==> src/rtl/chan_frame_hdr_if.sv <==
// Sample/word stream bundle shared by the framer input and output.
// Input side uses count/final_cnt; output side uses tlast.
interface chan_frame_hdr_if #(
  parameter int DW = 32,
  parameter int TW = 32
);
  logic          tvalid;
  logic          tready;
  logic [DW-1:0] tdata;
  logic [TW-1:0] tuser;
  logic          tlast;
  logic [15:0]   count;
  logic          final_cnt;

  modport master (
    output tvalid, tdata, tuser, tlast, count, final_cnt,
    input  tready
  );

  modport slave (
    input  tvalid, tdata, tuser, tlast, count, final_cnt,
    output tready
  );
endinterface

==> src/rtl/chan_frame_hdr.sv <==
// Frames count-annotated samples into header + payload AXI-Stream frames,
// aborting frames whose count sequence breaks.
module chan_frame_hdr #(
  parameter int DATA_WIDTH  = 32,
  parameter int TUSER_WIDTH = 32
) (
  input  logic              clk,
  input  logic              sync_reset,
  chan_frame_hdr_if.slave   s_axis,
  chan_frame_hdr_if.master  m_axis,
  output logic [15:0]       frame_cnt,
  output logic [15:0]       err_cnt,
  output logic              seq_err
);

  localparam int DW = DATA_WIDTH;
  localparam int TW = TUSER_WIDTH;
  localparam int WW = DW + TW + 1;

  typedef enum logic [2:0] {
    SEEK, HDR, FIRST, PAYLOAD, ABORT
  } state_t;

  state_t r_state, w_state_nxt;

  logic [WW-1:0] r_mem [2];
  logic          r_rd_ptr, r_wr_ptr;
  logic [1:0]    r_occ;

  logic [DW-1:0] r_h_data;
  logic [TW-1:0] r_h_user;
  logic          r_h_final;
  logic          r_pend;
  logic [15:0]   r_seq;
  logic [15:0]   r_exp;

  logic          w_out_rdy, w_rd, w_wr, w_tready;
  logic [WW-1:0] w_wword, w_rword;
  logic [DW-1:0] w_hdr;
  logic          w_hold_ld, w_pend_set, w_pend_clr;
  logic          w_done, w_err, w_seq_inc;
  logic          w_exp_ld1, w_exp_inc;
  logic          w_unused;

  assign w_out_rdy = (r_occ != 2'd2);
  assign w_rd      = m_axis.tready && m_axis.tvalid;
  assign w_rword   = r_mem[r_rd_ptr];
  assign w_unused  = s_axis.tlast;

  assign s_axis.tready    = w_tready && !sync_reset;
  assign m_axis.tvalid    = (r_occ != 2'd0);
  assign m_axis.tdata     = w_rword[DW-1:0];
  assign m_axis.tuser     = w_rword[DW +: TW];
  assign m_axis.tlast     = w_rword[WW-1];
  assign m_axis.count     = 16'd0;
  assign m_axis.final_cnt = 1'b0;

  always_comb begin
    w_hdr        = '0;
    w_hdr[31:16] = r_seq;
  end

  always_comb begin
    w_state_nxt = r_state;
    w_tready    = 1'b0;
    w_wr        = 1'b0;
    w_wword     = '0;
    w_hold_ld   = 1'b0;
    w_pend_set  = 1'b0;
    w_pend_clr  = 1'b0;
    w_done      = 1'b0;
    w_err       = 1'b0;
    w_seq_inc   = 1'b0;
    w_exp_ld1   = 1'b0;
    w_exp_inc   = 1'b0;
    case (r_state)
      SEEK: begin
        w_tready = 1'b1;
        if (s_axis.tvalid && s_axis.count == 16'd0) begin
          w_hold_ld   = 1'b1;
          w_state_nxt = HDR;
        end
      end
      HDR: begin
        if (w_out_rdy) begin
          w_wr        = 1'b1;
          w_wword     = {1'b0, r_h_user, w_hdr};
          w_seq_inc   = 1'b1;
          w_state_nxt = FIRST;
        end
      end
      FIRST: begin
        if (w_out_rdy) begin
          w_wr    = 1'b1;
          w_wword = {r_h_final, r_h_user, r_h_data};
          if (r_h_final) begin
            w_done      = 1'b1;
            w_state_nxt = SEEK;
          end else begin
            w_exp_ld1   = 1'b1;
            w_state_nxt = PAYLOAD;
          end
        end
      end
      PAYLOAD: begin
        w_tready = w_out_rdy;
        if (s_axis.tvalid && w_out_rdy) begin
          if (s_axis.count == r_exp) begin
            w_wr    = 1'b1;
            w_wword = {s_axis.final_cnt, s_axis.tuser,
                       s_axis.tdata};
            if (s_axis.final_cnt) begin
              w_done      = 1'b1;
              w_state_nxt = SEEK;
            end else begin
              w_exp_inc = 1'b1;
            end
          end else begin
            // a count-0 mismatch is the start of the next frame
            w_err       = 1'b1;
            w_state_nxt = ABORT;
            if (s_axis.count == 16'd0) begin
              w_hold_ld  = 1'b1;
              w_pend_set = 1'b1;
            end
          end
        end
      end
      ABORT: begin
        if (w_out_rdy) begin
          w_wr        = 1'b1;
          w_wword     = {1'b1, {TW{1'b0}}, {DW{1'b1}}};
          w_pend_clr  = 1'b1;
          w_state_nxt = r_pend ? HDR : SEEK;
        end
      end
      default: w_state_nxt = SEEK;
    endcase
  end

  always_ff @(posedge clk) begin
    if (sync_reset) begin
      r_state   <= SEEK;
      r_mem[0]  <= '0;
      r_mem[1]  <= '0;
      r_rd_ptr  <= 1'b0;
      r_wr_ptr  <= 1'b0;
      r_occ     <= 2'd0;
      r_h_data  <= '0;
      r_h_user  <= '0;
      r_h_final <= 1'b0;
      r_pend    <= 1'b0;
      r_seq     <= 16'd0;
      r_exp     <= 16'd0;
      frame_cnt <= 16'd0;
      err_cnt   <= 16'd0;
      seq_err   <= 1'b0;
    end else begin
      r_state <= w_state_nxt;
      if (w_wr) begin
        r_mem[r_wr_ptr] <= w_wword;
        r_wr_ptr        <= ~r_wr_ptr;
      end
      if (w_rd) r_rd_ptr <= ~r_rd_ptr;
      r_occ <= r_occ + {1'b0, w_wr} - {1'b0, w_rd};
      if (w_hold_ld) begin
        r_h_data  <= s_axis.tdata;
        r_h_user  <= s_axis.tuser;
        r_h_final <= s_axis.final_cnt;
      end
      if (w_pend_set)      r_pend <= 1'b1;
      else if (w_pend_clr) r_pend <= 1'b0;
      if (w_seq_inc) r_seq <= r_seq + 16'd1;
      if (w_exp_ld1)      r_exp <= 16'd1;
      else if (w_exp_inc) r_exp <= r_exp + 16'd1;
      if (w_done) frame_cnt <= frame_cnt + 16'd1;
      if (w_err && err_cnt != 16'hFFFF) err_cnt <= err_cnt + 16'd1;
      seq_err <= w_err;
    end
  end

endmodule

==> src/flat_wrapper.sv <==
// flat-port wrapper written by rule: the top's interface ports become plain ports
module chan_frame_hdr_flat 
#(
  parameter int DATA_WIDTH  = 32,
  parameter int TUSER_WIDTH = 32
)
  (clk, sync_reset, frame_cnt, err_cnt, seq_err, s_axis_tvalid, s_axis_tdata, s_axis_tuser, s_axis_tlast, s_axis_count, s_axis_final_cnt, s_axis_tready, m_axis_tvalid, m_axis_tdata, m_axis_tuser, m_axis_tlast, m_axis_count, m_axis_final_cnt, m_axis_tready);
  chan_frame_hdr_if s_axis_i ();
  chan_frame_hdr_if m_axis_i ();
  input  logic clk;
  input  logic sync_reset;
  output logic [15:0] frame_cnt;
  output logic [15:0] err_cnt;
  output logic seq_err;
  input wire logic [$bits(s_axis_i.tvalid)-1:0] s_axis_tvalid;
  input wire logic [$bits(s_axis_i.tdata)-1:0] s_axis_tdata;
  input wire logic [$bits(s_axis_i.tuser)-1:0] s_axis_tuser;
  input wire logic [$bits(s_axis_i.tlast)-1:0] s_axis_tlast;
  input wire logic [$bits(s_axis_i.count)-1:0] s_axis_count;
  input wire logic [$bits(s_axis_i.final_cnt)-1:0] s_axis_final_cnt;
  output wire logic [$bits(s_axis_i.tready)-1:0] s_axis_tready;
  output wire logic [$bits(m_axis_i.tvalid)-1:0] m_axis_tvalid;
  output wire logic [$bits(m_axis_i.tdata)-1:0] m_axis_tdata;
  output wire logic [$bits(m_axis_i.tuser)-1:0] m_axis_tuser;
  output wire logic [$bits(m_axis_i.tlast)-1:0] m_axis_tlast;
  output wire logic [$bits(m_axis_i.count)-1:0] m_axis_count;
  output wire logic [$bits(m_axis_i.final_cnt)-1:0] m_axis_final_cnt;
  input wire logic [$bits(m_axis_i.tready)-1:0] m_axis_tready;
  assign s_axis_i.tvalid = s_axis_tvalid;
  assign s_axis_i.tdata = s_axis_tdata;
  assign s_axis_i.tuser = s_axis_tuser;
  assign s_axis_i.tlast = s_axis_tlast;
  assign s_axis_i.count = s_axis_count;
  assign s_axis_i.final_cnt = s_axis_final_cnt;
  assign s_axis_tready = s_axis_i.tready;
  assign m_axis_tvalid = m_axis_i.tvalid;
  assign m_axis_tdata = m_axis_i.tdata;
  assign m_axis_tuser = m_axis_i.tuser;
  assign m_axis_tlast = m_axis_i.tlast;
  assign m_axis_count = m_axis_i.count;
  assign m_axis_final_cnt = m_axis_i.final_cnt;
  assign m_axis_i.tready = m_axis_tready;
  chan_frame_hdr #(.DATA_WIDTH(DATA_WIDTH), .TUSER_WIDTH(TUSER_WIDTH)) u_core (.clk(clk), .sync_reset(sync_reset), .s_axis(s_axis_i), .m_axis(m_axis_i), .frame_cnt(frame_cnt), .err_cnt(err_cnt), .seq_err(seq_err));
endmodule
==> config.mk <==
export PLATFORM = sky130hd
export DESIGN_NAME = chan_frame_hdr_flat
export DESIGN_NICKNAME = d
export VERILOG_FILES = /design/src/rtl/chan_frame_hdr_if.sv /design/src/rtl/chan_frame_hdr.sv /design/src/flat_wrapper.sv
export SDC_FILE = /design/constraint.sdc
export NUM_CORES = 1
export LEC_CHECK = 0
export BUFFER_PORTS_ARGS = -buffer_cell sky130_fd_sc_hd__buf_2
export CAP_MARGIN = 10
export CORE_MARGIN = 4
export CORE_UTILIZATION = 61
export DETAILED_ROUTE_END_ITERATION = 10
export GPL_TIMING_DRIVEN = 0
export PLACE_DENSITY_LB_ADDON = 0.1
export SLEW_MARGIN = 0
export SYNTH_ARGS = -nofsm -noshare
export SYNTH_HDL_FRONTEND = slang
export SYNTH_SLANG_ARGS = --single-unit
==> constraint.sdc <==
create_clock -name clk -period 9.5 [get_ports clk]
set_input_delay 1.9 -clock clk [delete_from_list [all_inputs] [get_ports clk]]
set_output_delay 1.9 -clock clk [all_outputs]
set_load 0.05 [all_outputs]
Yosys cells after proc, flatten, opt, wreduce, memory -nomap -nowiden
Memories as Yosys holds them, arrays and structs flattened. A register that Yosys moved wholly into a read port is not among the register bits.
Cells that the tools add are included.
W data, S select, Z words.
Word-level totals
  bits in registers: 138
  RAM bits: 130
  bits of input ports: 86
  output and inout bits: 117
  logic and storage cells: 110
  memories: 1
Operators by class
  add/sub/neg operators: 6
  equality and inequality tests: 13
  multiplexer cells: 59
  bitwise operators: 2
  reduce and logical (&&, ||, !) cells: 15
Memory list
  u_core.r_mem: depth 2, width 65, read ports 1, clocked after memory_dff 1, write ports 2, RTL line chan_frame_hdr.sv:26  | logic [WW-1:0] r_mem [2];
Operators by type and width (count)
  $mux W65: 5
  $pmux W65 S4: 1
  $reduce_or A65 Y1: 1
  $add A16 B1 Y16 const B: 4
  $mux W64: 1
  $mux W1: 39
  $mux W3: 7
  $eq A16 B16 Y1: 1
  $logic_not A16 Y1: 1
  $ne A16 B16 Y1 const B: 1
  $pmux W3 S5: 1
  $ne A2 B1 Y1 const B: 5
  $pmux W1 S2: 4
  $eq A3 B2 Y1 const B: 2
  $reduce_and A6 Y1: 1
  $reduce_bool A2 Y1: 3
  $logic_and A1 B1 Y1: 5
  $eq A3 B1 Y1 const B: 1
  $eq A3 B3 Y1 const B: 1
  $logic_not A3 Y1: 1
  $ne A3 B3 Y1 const B: 1
  $reduce_or A3 Y1: 1
  $add A2 B1 Y2: 1
  $mux W2: 1
  5 further kinds: 6

Logic depth before layout (Yosys ltp)
  word-level depth: 9
  mapped depth: 9
  mapped depth without buffers: 6

Least setup slack after synthesis
Ideal clock, no wire load.
  path type: input to output
  from: input sync_reset
  to: output s_axis_tready
  arrival time: 3.328 ns
  data required time: 7.600 ns
  setup slack: 4.272 ns
  cell stages on the path: 3
  path buffers: 2
  path through: clkbuf_1 clkbuf_1 nor3_1
On the way
  word-level cells in the longest chain between the ends: 2
Ends and longest elaborated chain
  start: declaration: RTL line flat_wrapper.sv:11  | input logic sync_reset;
  $logic_not A1 Y1: RTL line chan_frame_hdr.sv:50  | assign s_axis.tready = w_tready && !sync_reset;
  $logic_and A1 B1 Y1: RTL line chan_frame_hdr.sv:50
  end: declaration: RTL line flat_wrapper.sv:21  | output wire logic [$bits(s_axis_i.tready)-1:0] s_axis_tready;
Every way passes these cells.

Final worst setup path
Ends and elaborated chain as after synthesis.

==> run metrics <==
outcome complete, no violations; worst r2r path cells 9; max_cap viols 0; total CTS buffers 27; Initial Utilization 0.6282; Critical R2R Capture u_core.r_mem[1][30]; Placement Setup Slack 4.465 ns; post-DP HPWL 21,160 µm; layout cells sized above 1 0.2345; worst vdd ir roughly 0.14 mV; TritonCTS clock tree done; synth unique cells 55; sequential share of the synthesized area 0.5398; H-Tree Depth 1; Critical Path End Type output port; Final #Nets approximately 1,500; pwr dens 202.7 mW/mm²; hold crit path type reg -> reg; final worst slack 4.542 ns; worst-path fanout max 10; number of top-level pins 203; Yosys top cell by area edfxtp_1; routed wire length approximately 30,000 µm; clock net sink count 269; Final Max Slew Viols 0; Setup-failing EPs final 0; ys flop type dfxtp_1; R2R setup slack roughly 6.4 ns; startpoint class of the critical path input port; GP Congestion about 0.87; beginning of the critical path sync_reset; cts repair resizes 0; DRC viols 0; final worst path period need 4.958 ns; FILL cells 1,444; simple-gate share of the synthesized area 0.1765; Worst-path clk slew approximately 0.06 ns; setup TNS 0 ns; Adder-Cell Fraction of Synth Area 0.005051; Worst-Skew Late Latency 0.54 ns; P&R area growth vs syn 17.79%; synth warn 0; post-synthesis compound-gate area fraction 0.08495; Die H approximately 150 µm; grt ovf 0; period utilization 0.5219; DR top layer met5; worst slew pin tran around 0.84 ns; multiplexer area fraction after synthesis 0.1158; asr flop ratio synth 0; final clock skew between 0.01 and 0.015 ns; Multi-input gate area around 0.0053 mm²; DRT Pass-1 Iters 6; DR WL met3 about 2100 µm; die area 0.02265 mm²; Crit Path Category in -> out; Die Width between 150 and 200 µm; Reg area 0.006686 mm²; I/O Buffers 183; largest family of logic cells by synthesized area simple AND/OR/NAND/NOR gates; Mapped Area roughly 0.012 mm²; P_leak 5.381 nW; row count 51; largest net degree at the start of global routing between 60 and 70; syn avg cell area 10.30 µm²; WL/cell 17.74 µm; ANT nets after route 0; DR WL met2 ~15,000 µm; Synth top area share 0.3152; Worst Setup EP s_axis_tready; RSZ-0062 raised after global routing false; Seq cells post-synth about 270; highest clock rate around 200 MHz; Setup Buffers After CTS 0; first-pass GRT wire length about 48,000 µm; GR Util All Layers 0.2655; # hold bufs at CTS 0; buffer depth of the longest clock path 3; Area contributors post-synth edfxtp_1 (32%), dfxtp_1 (22%), mux2_2 (6.0%); CP required approximately 7.6 ns; number of flops mapped to enable cells by yosys 130; clock root buffer clkbuf_16; vias in the first global route roughly 9,700; antenna violations before repair 2; post-synthesis instance total about 1,200; DR vias ~9,900; 1st-iter DRT viols roughly 690; final hold violations 0; Routed met1 length between 10,000 and 15,000 µm; via/cell ratio about 5.7; Max-slew headroom 0.4338; Core Region roughly 0.020 mm²; xor/xnor share of the synthesized area 0.03747; most frequent cells in the layout buf_2 (197), nor2_1 (175), nand2_1 (166), dfxtp_1 (139), edfxtp_1 (130); Critical Path AT between 3 and 4 ns; worst r2r src u_core.r_exp[0]; most common cell after layout, fill and taps aside buf_2
-- cell families after synthesis --
logic type      after synthesis
simple gates                480
flops                       269
compound gates              155
mux                         135
buf+inv                     105
xor+xnor                     53
fa+ha+maj                     5
other cells                   1
-- worst min-delay path by stage --
stage / from / end / slack [ns] / depth (start not counted)
floorplan: u_core.r_h_user[0] / u_core.r_h_user[0] / 0.43 / 2
global placement: u_core.r_h_user[27] / u_core.r_h_user[27] / 0.44 / 2
detailed placement: u_core.r_h_data[23] / u_core.r_h_data[23] / 0.45 / 2
CTS: u_core.r_h_user[24] / u_core.r_h_user[24] / 0.46 / 2
global route: u_core.r_h_user[6] / u_core.r_h_user[6] / 0.47 / 2
finish: u_core.r_h_user[24] / u_core.r_h_user[24] / 0.46 / 2
-- worst max-delay path, stage by stage --
cell	delay, ns
clkbuf_1	0.27
clkbuf_1	0.49
nor3_1	0.14
buf_2	0.25
-- state kept, by name, summed over array words and instances, names as in the netlist, named ones only --
name,flops
u_core.err_cnt,16
u_core.r_state,3
u_core.seq_err,1
u_core.r_pend,1
u_core.r_seq,16
u_core.r_mem,130
u_core.r_occ,2
u_core.r_wr_ptr,1
u_core.r_h_final,1
u_core.r_exp,16
u_core.r_h_user,32
u_core.frame_cnt,16
u_core.r_h_data,32
u_core.r_rd_ptr,1
-- cell usage after synthesis (2+ instances only) --
library cell / instances
a221o_1: 16
a221oi_1: 16
nor4b_1: 3
nor3_1: 11
xnor2_1: 23
nand3_1: 24
a21oi_1: 47
buf_1: 6
or4_1: 2
buf_2: 14
a22oi_1: 32
o21a_1: 4
xor2_1: 30
nand2_1: 168
inv_1: 7
nor4_1: 12
clkbuf_1: 56
nand4_1: 17
nor4_2: 3
mux2i_1: 69
o21ai_0: 28
nor3b_1: 2
mux2_2: 66
and4_1: 6
nand4b_1: 2
dfxtp_1: 139
or3_1: 24
edfxtp_1: 130
nand2b_1: 4
buf_4: 21
nor3_2: 2
nor2b_1: 4
ha_1: 5
or2_2: 2
and3_1: 14
nor2_1: 175
-- per-stage QoR --
step	instances	cell area [µm²]	util	hold WS (ns)	power [mW]
finish	1720	14590	0.7400	0.4570	2.958
global route	1720	14590	0.7400	0.4678	3.054
CTS	1719	14590	0.7398	0.4574	2.968
detailed placement	1669	13760	0.6977	0.4460	1.974
global placement	1667	13690	0.6945	0.4418	1.965
floorplan	1219	12450	-	0.4344	1.808
-- cell type report --
class	instances	share of cell area
tap	265	0.02273
clock buffer	36	0.05000
timing repair buffer	185	0.06603
clock inverter	14	0.006946
buffer	98	0.03233
multi-input combinational	845	0.3617
inverter	7	0.001801
antenna	1	0.0001715
sequential	269	0.4583
-- layer usage --
| metal | global-route usage | vias up |
|---|---|---|
| li1 | - | 4729 |
| met1 | 0.3511 | 4740 |
| met2 | 0.4514 | 330 |
| met3 | 0.04756 | 60 |
| met4 | 0.07365 | 2 |
| met5 | 0 | - |
-- report_power, final --
group          switching [mW]  leakage [nW]  internal [mW]
Sequential             0.0157          2.46           1.26
Combinational           0.486          2.50          0.183
Clock                   0.442         0.412          0.568
No activity file was read; power rests on OpenSTA's default activity.
